File: src/rtl/s2mm_burst_ctrl.sv
// S2MM command sequencer: splits buffer descriptors into 4 KiB-safe AXI write bursts and reports committed bytes.
// Define S2MM_BURST_CTRL_DESC_CHECK_EN to reject malformed descriptors with sts_err instead of truncating them.
module s2mm_burst_ctrl #(
    parameter int MAX_BURST = 16,
    parameter int LEN_W     = 24
) (
    input  logic             clk,
    input  logic             rst_n,
    input  logic [31:0]      desc_addr,
    input  logic [LEN_W-1:0] desc_len,
    input  logic             desc_valid,
    output logic             desc_ready,
    output logic [31:0]      cmd_addr,
    output logic [7:0]       cmd_len,
    output logic             cmd_valid,
    input  logic             cmd_ready,
    input  logic             beat_done,
    input  logic [2:0]       beat_bytes,
    input  logic             beat_eop,
    input  logic             burst_done,
    output logic [LEN_W-1:0] sts_bytes,
    output logic             sts_eop,
    output logic             sts_err,
    output logic             sts_valid,
    input  logic             sts_ready
);

    typedef enum logic [2:0] {
        ST_IDLE,
        ST_CALC,
        ST_ISSUE,
        ST_WAIT,
        ST_STATUS
    } state_t;

    state_t           state_q, state_d;
    logic [31:0]      addr_q, addr_d;
    logic [LEN_W-1:0] rem_words_q, rem_words_d;
    logic [8:0]       beats_q, beats_d;
    logic [LEN_W-1:0] byte_cnt_q, byte_cnt_d;
    logic             eop_seen_q, eop_seen_d;
    logic             err_q, err_d;
    logic             desc_ready_q, desc_ready_d;
    logic             cmd_valid_q, cmd_valid_d;
    logic [31:0]      cmd_addr_q, cmd_addr_d;
    logic [7:0]       cmd_len_q, cmd_len_d;
    logic             sts_valid_q, sts_valid_d;

    logic [12:0]      page_bytes;
    logic [31:0]      page_words;
    logic [31:0]      rem_words_ext;
    logic [31:0]      beats_min;
    logic [8:0]       beats_calc;
    logic [LEN_W:0]   byte_sum;
    logic             desc_bad;

`ifdef S2MM_BURST_CTRL_DESC_CHECK_EN
    assign desc_bad = (desc_len == '0) || (desc_len[1:0] != 2'b00) || (desc_addr[1:0] != 2'b00);
`else
    logic unused_addr_lsbs;
    assign unused_addr_lsbs = ^desc_addr[1:0];
    assign desc_bad         = 1'b0;
`endif

    // Burst size is the tightest of the beat cap, the words left, and the words left before the 4 KiB page ends.
    always_comb begin
        page_bytes    = 13'h1000 - {1'b0, addr_q[11:0]};
        page_words    = {21'd0, page_bytes[12:2]};
        rem_words_ext = 32'(rem_words_q);
        beats_min     = 32'(MAX_BURST);
        if (rem_words_ext < beats_min) begin
            beats_min = rem_words_ext;
        end
        if (page_words < beats_min) begin
            beats_min = page_words;
        end
        beats_calc = 9'(beats_min);
    end

    assign byte_sum = {1'b0, byte_cnt_q} + (LEN_W+1)'(beat_bytes);

    always_comb begin
        state_d     = state_q;
        addr_d      = addr_q;
        rem_words_d = rem_words_q;
        beats_d     = beats_q;
        byte_cnt_d  = byte_cnt_q;
        eop_seen_d  = eop_seen_q;
        err_d       = err_q;
        cmd_addr_d  = cmd_addr_q;
        cmd_len_d   = cmd_len_q;

        case (state_q)
            ST_IDLE: begin
                if (desc_ready_q && desc_valid) begin
                    addr_d      = {desc_addr[31:2], 2'b00};
                    rem_words_d = desc_len >> 2;
                    byte_cnt_d  = '0;
                    eop_seen_d  = 1'b0;
                    err_d       = desc_bad;
                    state_d     = desc_bad ? ST_STATUS : ST_CALC;
                end
            end
            ST_CALC: begin
                if (rem_words_q == '0) begin
                    state_d = ST_STATUS;
                end else begin
                    beats_d    = beats_calc;
                    cmd_addr_d = addr_q;
                    cmd_len_d  = 8'(beats_calc - 9'd1);
                    state_d    = ST_ISSUE;
                end
            end
            ST_ISSUE: begin
                if (cmd_valid_q && cmd_ready) begin
                    state_d = ST_WAIT;
                end
            end
            ST_WAIT: begin
                if (beat_done) begin
                    byte_cnt_d = byte_sum[LEN_W] ? '1 : byte_sum[LEN_W-1:0];
                    if (beat_eop) begin
                        eop_seen_d = 1'b1;
                    end
                end
                // An eop on the wlast beat itself still ends the buffer, hence eop_seen_d rather than _q.
                if (burst_done) begin
                    addr_d      = addr_q + 32'({beats_q, 2'b00});
                    rem_words_d = rem_words_q - LEN_W'(beats_q);
                    state_d     = (eop_seen_d || (rem_words_q == LEN_W'(beats_q))) ? ST_STATUS : ST_CALC;
                end
            end
            ST_STATUS: begin
                if (sts_valid_q && sts_ready) begin
                    state_d = ST_IDLE;
                end
            end
            default: begin
                state_d = ST_IDLE;
            end
        endcase

        desc_ready_d = (state_d == ST_IDLE);
        cmd_valid_d  = (state_d == ST_ISSUE);
        sts_valid_d  = (state_d == ST_STATUS);
    end

    always_ff @(posedge clk or negedge rst_n) begin
        if (!rst_n) begin
            state_q      <= ST_IDLE;
            addr_q       <= '0;
            rem_words_q  <= '0;
            beats_q      <= '0;
            byte_cnt_q   <= '0;
            eop_seen_q   <= 1'b0;
            err_q        <= 1'b0;
            desc_ready_q <= 1'b0;
            cmd_valid_q  <= 1'b0;
            cmd_addr_q   <= '0;
            cmd_len_q    <= '0;
            sts_valid_q  <= 1'b0;
        end else begin
            state_q      <= state_d;
            addr_q       <= addr_d;
            rem_words_q  <= rem_words_d;
            beats_q      <= beats_d;
            byte_cnt_q   <= byte_cnt_d;
            eop_seen_q   <= eop_seen_d;
            err_q        <= err_d;
            desc_ready_q <= desc_ready_d;
            cmd_valid_q  <= cmd_valid_d;
            cmd_addr_q   <= cmd_addr_d;
            cmd_len_q    <= cmd_len_d;
            sts_valid_q  <= sts_valid_d;
        end
    end

    assign desc_ready = desc_ready_q;
    assign cmd_valid  = cmd_valid_q;
    assign cmd_addr   = cmd_addr_q;
    assign cmd_len    = cmd_len_q;
    assign sts_valid  = sts_valid_q;
    assign sts_bytes  = byte_cnt_q;
    assign sts_eop    = eop_seen_q;
    assign sts_err    = err_q;

endmodule

File: config.mk
export PLATFORM = sky130hd
export DESIGN_NAME = s2mm_burst_ctrl
export DESIGN_NICKNAME = d
export VERILOG_FILES = /design/src/rtl/s2mm_burst_ctrl.sv
export SDC_FILE = /design/constraint.sdc
export NUM_CORES = 1
export LEC_CHECK = 0
export BUFFER_PORTS_ARGS = -buffer_cell sky130_fd_sc_hd__clkbuf_2
export CAP_MARGIN = 25
export CORE_MARGIN = 2
export CORE_UTILIZATION = 57
export CTS_CLUSTER_SIZE = 12
export DETAILED_ROUTE_END_ITERATION = 7
export GPL_TIMING_DRIVEN = 0
export PLACE_DENSITY = 0.82
export RECOVER_POWER = 100
export SLEW_MARGIN = 20
export SYNTH_ARGS = -nofsm -noshare
export SYNTH_HDL_FRONTEND = slang
export SYNTH_SLANG_ARGS = --single-unit
File: constraint.sdc
create_clock -name clk -period 3.9 [get_ports clk]
set_input_delay 0 -clock clk [delete_from_list [all_inputs] [get_ports clk]]
set_output_delay 0 -clock clk [all_outputs]
set_load 0.005 [all_outputs]
==> summary.txt, run 1 <==
Clock network
  • CTS sink count: 132
  • CTS tree: built
  • Clk slew on worst S/H paths: 60 ps
  • Clock Tree Buf Depth: 2
  • Root Buffer: clkbuf_16
  • CTS Buf Count: 17
  • H-tree depth: 4
  • Clock latency on the worst-skew pair: 440 ps

Synthesis
  • Synthesized netlist cell count: 890
  • Synth top area cells: dfrtp_1 42%, a21oi_1 5.7%, ha_1 5.4%
  • Post-synth ARST share: 100.0%
  • Top FF cell, synth: dfrtp_1
  • Avg Inst Size Synth: 8.860 µm²
  • Syn Std Cell Area: 7885 µm²
  • Post-synth EDFFs: 0
  • Top cell type's share of synthesized area: 41.89%
  • Yosys cell types: 75
  • Synth area leader: dfrtp_1
  • Count leader, synth: dfrtp_1
  • Commonest cells post-synth: 132 x dfrtp_1, 111 x nand2_1, 90 x a21oi_1
  • Synthesized flop and latch total: 132
  • Post-synthesis sequential area ratio: 41.89%
  • Yosys warns: 0

Global routing
  • GRT overflow: 0
  • Routing usage on met1: 44.45%
  • Met3 Usage GRT: 7.022%
  • Busiest grt layer: met2
  • Total GRT Usage: 34.27%
  • Initial antenna violation count: 0
  • Pin count of the biggest net entering global routing: 85
  • Vias in the first global route: 7915
  • Met2 global-route usage: 55.13%
  • First-pass GRT wire length: 39290 µm

Final layout
  • Ratio of cells with drive above 1 in the final layout: 17.62%
  • Ant. Diodes: 0
  • Final nets: 1215
  • Synth-to-Final Area Change: 26.98%

Status
  • Outcome: finished, violations left
  • Failing checks: max-capacitance violations, max-slew violations

Setup path
  • Worst path max stage delay: 530 ps
  • Crit. End Element: register
  • Worst path bufs/invs: 2
  • CP Class: register to register
  • Worst Path Max Fanout: 8
  • Slowest-stage cell, CP: dfrtp_1
  • Delay-heaviest family, CP: compound AO/OA/AOI/OAI gates
  • Worst EP required: 4250 ps
  • Worst endpoint data arrival time: 4170 ps
  • CP Cell Sequence: nor3_1 -> xor2_1 -> inv_1 -> ha_1 -> a21oi_1 -> a21oi_1 -> o21bai_1 -> o211ai_4 -> inv_1 -> nor2_1 -> a21oi_2 -> ha_4 -> nand2_1 -> o41ai_1 -> a31oi_1 -> o21ai_0
  • CP startpoint kind: register

Timing
  • Worst-margin pin slew: 2110 ps
  • Max Clk Rate: 262.0 MHz
  • Crit path time final: 3817 ps
  • Crit share post-route: 97.88%
  • Setup_tns: 0 ps
  • Rel. slew slack: -40.68%
  • Setup violators final: 0
  • Clk_skew: 8.458 ps
  • Final Hold Viols: 0
  • Slew Limit Fails: 85

Die
  • I/O pin cnt: 136
  • Initial Utilization: 58.84%
  • Die Y: 121.6 µm
  • Die area: 14790 µm²
  • Core area: 13400 µm²
  • Chip width: 121.6 µm
  • Num rows: 42

Flow run
  • Max-Cap Viols: 1

Pwr
  • Pwr dens: 787.0 nW/µm²
  • Total Power: 7.879 mW
  • Pleak: 4.401 nW
  • VDD IR max: 0.0004089 V

Drt
  • Detail-routed via count per cell: 6.305
  • Post-DRT Antenna Nets: 0
  • Drt pass-1 iters: 7
  • Initial DRC Count: 1017
  • Remaining DRCs: 0
  • Vias: 8196
  • Final wirelength: 25310 µm
  • Wirelength per Cell: 19.47 µm

Place
  • Post-DP HPWL: 16460 µm
  • Routability cong.: 0.9676
  • Port bufs: 128

Min path
  • Hold Path Class: primary input to register
## worst paths after layout
check                           startpoint  cells after the start            to  slack [ps]
worst max register to register   addr_q[4]                     16    cmd_len[6]          80
worst min-delay path             sts_ready                      5    state_q[2]           8
max in group asynchronous            rst_n                      3     addr_q[2]         960
worst min register to register  cmd_len[5]                      2    cmd_len[5]         470
min in group asynchronous            rst_n                      2  sts_bytes[1]         690
worst max-delay path             addr_q[4]                     16    cmd_len[6]          80
## final cells by class
type / count / area (µm²)
plain buffers: 48 / 205.2
clock inverters: 14 / 152.6
multi-input cells: 680 / 4310
fillers: 984 / 3388
repair buffers: 195 / 1241
clock buffers: 18 / 439.2
inverters: 37 / 138.9
well taps: 176 / 220.2
flip-flops and latches: 132 / 3304
## placed cells by master, fill, tap and decap left out, types with 9 or more instances in the layout
cell / instances
nand4_1: 9
clkbuf_2: 103
o211ai_1: 12
nand2_1: 111
nor2_1: 63
a211oi_1: 12
nand3_1: 40
o21ai_0: 53
and3_1: 16
conb_1: 9
clkbuf_1: 68
a31oi_1: 15
o22ai_1: 10
nor3_1: 24
buf_4: 14
dlygate4sd3_1: 55
or3_1: 9
a311oi_1: 9
mux2_2: 17
clkbuf_16: 17
a21oi_1: 89
o21a_1: 10
inv_1: 37
ha_1: 33
dfrtp_1: 131
## through the flow
stage / hold WS (ps) / util [%] / instance area, µm² / setup slack [ps] / cells
3_3_place_gp: 238.1 / 65.46 / 8772 / -304.9 / 1201
5_1_grt: 28.97 / 74.72 / 10010 / -58.07 / 1300
6_report: 8.164 / 74.72 / 10010 / 82.71 / 1300
2_1_floorplan: -295.6 / - / 7911 / 338.6 / 897
3_5_place_dp: 93.66 / 65.73 / 8808 / -417.9 / 1202
4_1_cts: 0.5556 / 74.80 / 10020 / 7.861 / 1293
## power breakdown
group / internal, mW / total (mW) / switching (mW)
Sequential: 1.92 / 2.51 / 0.588
Combinational: 1.50 / 3.75 / 2.25
Clock: 0.962 / 1.62 / 0.659
Total: 4.39 / 7.88 / 3.49
## worst min-delay path, cell delays in order
cell and delay [ps]:
clkbuf_2 80, a21oi_1 50, nand2_1 60, a21o_1 130, o21ai_0 80
## kinds of logic after synthesis
group	share of synthesized area [%]
xor+xnor	1.888
other cells	0.09524
mux	3.094
fa+ha+maj	6.157
flops	41.89
simple gates	20.60
buf+inv	4.871
compound gates	21.41
## registers in the layout, summed over array words and instances, names as in the netlist
signal,flops
cmd_valid,1
beats_q,9
sts_bytes,24
rem_words_q,24
desc_ready,1
cmd_len,8
state_q,3
sts_valid,1
sts_eop,1
cmd_addr,30
addr_q,30
## per-layer routing
| metal | wire, µm | vias up |
|---|---|---|
| met5 | 0 | - |
| met4 | 992 | 0 |
| met3 | 2303 | 97 |
| met2 | 11910 | 495 |
| met1 | 10110 | 3915 |
| li1 | - | 3689 |
## what timing repair did
item,in CTS,in global routing
setup endpoints to repair,3,3
endpoints found under the hold margin,138,0
hold buffers,55,0
resized for setup,7,9
gates cloned,0,1
pin swaps,2,4
setup buffers,4,7
Power figures use the tool's default switching activity.
==> inputs of run 2 (changes only) <==
--- a/config.mk
+++ b/config.mk
@@ -8,12 +8,12 @@
 export BUFFER_PORTS_ARGS = -buffer_cell sky130_fd_sc_hd__clkbuf_2
 export CAP_MARGIN = 25
 export CORE_MARGIN = 2
-export CORE_UTILIZATION = 57
-export CTS_CLUSTER_SIZE = 12
+export CORE_UTILIZATION = 55
+export CTS_CLUSTER_SIZE = 20
 export DETAILED_ROUTE_END_ITERATION = 7
 export GPL_TIMING_DRIVEN = 0
-export PLACE_DENSITY = 0.82
-export RECOVER_POWER = 100
+export PLACE_DENSITY = 0.79
+export RECOVER_POWER = 25
 export SLEW_MARGIN = 20
 export SYNTH_ARGS = -nofsm -noshare
 export SYNTH_HDL_FRONTEND = slang
==> run 2 against run 1 <==
- the run still ends with max-capacitance violations, max-slew violations left
- hold slack lost 3.4 ps
- wire length shrank 0.83%
- sequential share of layout area is essentially flat
==> summary.txt, run 2 (same netlist as run 1, synthesis figures left out) <==
Status
  • Outcome: finished, violations left (unchanged)
  • Failing checks: max-capacitance violations, max-slew violations (unchanged)

Final layout
  • Post-Route Utilization: 71.86% (was 74.72%)
  • Ant. Diodes: 0 (unchanged)
  • Most common cell after layout, fill and taps aside: dfrtp_1 (unchanged)
  • Ratio of cells with drive above 1 in the final layout: 18.61% (was 17.62%)
  • Synth-to-Final Area Change: 26.99% (was 26.98%)
  • Most frequent cells in the layout: 131 x dfrtp_1, 111 x nand2_1, 103 x clkbuf_2 (unchanged)
  • Final nets: 1215 (unchanged)
  • # fillers: 1032 (was 984)

Min path
  • Hold Path Class: primary input to register (unchanged)

Drt
  • Met3 routed WL: 2346 µm (was 2303 µm)
  • Remaining DRCs: 0 (unchanged)
  • Wl on met1: 10150 µm (was 10110 µm)
  • WL met2: 11780 µm (was 11910 µm)
  • Vias: 8090 (was 8196)
  • Detail-routed via count per cell: 6.209 (was 6.305)
  • Post-DRT Antenna Nets: 0 (unchanged)
  • Initial DRC Count: 955 (was 1017)
  • Max layer used: met4 (unchanged)
  • Wirelength per Cell: 19.27 µm (was 19.47 µm)
  • Drt pass-1 iters: 7 (unchanged)
  • Final wirelength: 25100 µm (was 25310 µm)

Setup path
  • CP startpoint kind: register (unchanged)
  • Worst Path Max Fanout: 8 (unchanged)
  • CP Class: register to register (unchanged)
  • Worst EP required: 4240 ps (was 4250 ps)
  • Worst endpoint data arrival time: 4140 ps (was 4170 ps)
  • Crit. End Element: register (unchanged)

Die
  • I/O pin cnt: 136 (unchanged)
  • Core area: 13930 µm² (was 13400 µm²)
  • Initial Utilization: 56.59% (was 58.84%)
  • Die Y: 123.7 µm (was 121.6 µm)
  • Num rows: 43 (was 42)
  • Chip width: 123.7 µm (was 121.6 µm)
  • Die area: 15310 µm² (was 14790 µm²)

Pwr
  • Pleak: 4.436 nW (was 4.401 nW)
  • VDD IR max: 0.0005045 V (was 0.0004089 V)
  • Pwr dens: 767.4 nW/µm² (was 787.0 nW/µm²)

Timing
  • Setup_tns: 0 ps (unchanged)
  • Setup violators final: 0 (unchanged)
  • Worst-margin pin slew: 3171 ps (was 2110 ps)
  • Crit path time final: 3790 ps (was 3817 ps)
  • Rel. slew slack: -111.4% (was -40.68%)
  • Slew Limit Fails: 55 (was 85)
  • Final Hold Viols: 0 (unchanged)
  • Clk_skew: 10.68 ps (was 8.458 ps)
  • Max Clk Rate: 263.8 MHz (was 262.0 MHz)
  • Crit share post-route: 97.19% (was 97.88%)

Flow run
  • Max-Cap Viols: 1 (unchanged)

Global routing
  • GRT overflow: 0 (unchanged)
  • Total GRT Usage: 33.47% (was 34.27%)
  • Pin count of the biggest net entering global routing: 79 (was 85)
  • First-pass GRT wire length: 38970 µm (was 39290 µm)
  • Vias in the first global route: 7673 (was 7915)
  • Initial antenna violation count: 0 (unchanged)

Clock network
  • Root Buffer: clkbuf_16 (unchanged)
  • Clock latency on the worst-skew pair: 430 ps (was 440 ps)
  • CTS Buf Count: 17 (unchanged)
  • Clock Tree Buf Depth: 2 (unchanged)
  • CTS tree: built (unchanged)
  • H-tree depth: 4 (unchanged)
  • CTS sink count: 132 (unchanged)
  • Clk slew on worst S/H paths: 60 ps (about the same)

Place
  • Post-DP HPWL: 16690 µm (was 16460 µm)
  • Port bufs: 128 (unchanged)
  • Routability cong.: 0.9279 (was 0.9676)
[run 2: cell types whose count changed in the layout (fill, tap and decap cells not counted), sizes merged]
cell / previous run / this run
buf: 17 / 27
bufinv: 2 / 0
clkbuf: 189 / 188
clkinv: 5 / 6
clkinvlp: 4 / 0
dlygate4sd3: 55 / 54
inv: 40 / 37
nand4: 12 / 11
[run 2: path summary, 6_finish.rpt]
check / startpoint / to / slack, ps / cells after the start
setup / recovery: addr_q[2] / cmd_len[6] / 110 / 19
hold / removal: beat_bytes[0] / sts_bytes[0] / 5 / 4
setup reg to reg: addr_q[2] / cmd_len[6] / 110 / 19
hold reg to reg: cmd_len[0] / cmd_len[0] / 470 / 2
max in group asynchronous: rst_n / cmd_addr[30] / 930 / 2
min in group asynchronous: rst_n / sts_bytes[20] / 1160 / 2
[run 2: cell type report]
cell class | count | area [µm²] | share of cell area [%]
tap | 180 | 225.2 | 2.249
sequential | 132 | 3304 | 33.00
clock inverter | 6 | 30.03 | 0.2999
multi-input combinational | 679 | 4323 | 43.17
timing repair buffer | 196 | 1275 | 12.73
inverter | 37 | 138.9 | 1.387
clock buffer | 25 | 475.5 | 4.748
buffer | 48 | 241.5 | 2.412
[run 2: repair_timing]
item                                   CTS  global route
gates resized for setup                  7            12
setup endpoints to repair                3             3
endpoints found under the hold margin  107             0
buffers inserted                         7             6
pin swaps                                2             3
hold buffers                            54             0
[run 2: metrics by stage]
step | cell area (µm²) | std cells | hold WS, ps | setup WS [ps] | total power, mW
2_1_floorplan | 7911 | 897 | -295.6 | 338.6 | 4.807
3_3_place_gp | 8777 | 1205 | 219.5 | -286.6 | 5.841
3_5_place_dp | 8813 | 1206 | 2.634 | -343.4 | 5.943
4_1_cts | 9951 | 1297 | 2.675 | 97.29 | 7.460
5_1_grt | 10010 | 1303 | 23.98 | -115.0 | 8.224
6_report | 10010 | 1303 | 4.787 | 109.6 | 7.684
[run 2: critical path: stages, from the launching register on]
cell	delay [ps]
dfrtp_2	480
inv_1	160
ha_1	280
inv_1	110
nor2_1	80
xnor2_2	360
ha_1	320
o21ai_0	150
o21bai_1	100
o21bai_1	250
o211ai_4	160
inv_1	140
nor2_1	70
a21oi_2	150
ha_2	280
nand2_1	90
nand3b_1	210
o41ai_2	90
a31oi_1	70
o21ai_0	150
[run 2: power breakdown]
group          switching, mW  total, mW  leakage [nW]  internal, mW
clock network          0.577       1.41         0.254         0.834
registers              0.566       2.49          1.61          1.92
logic                   2.26       3.78          2.57          1.53
[run 2: routing by layer]
metal	vias up	track usage, %
li1	3682	-
met1	3894	45.68
met2	440	51.89
met3	74	7.463
met4	0	13.64
met5	-	0
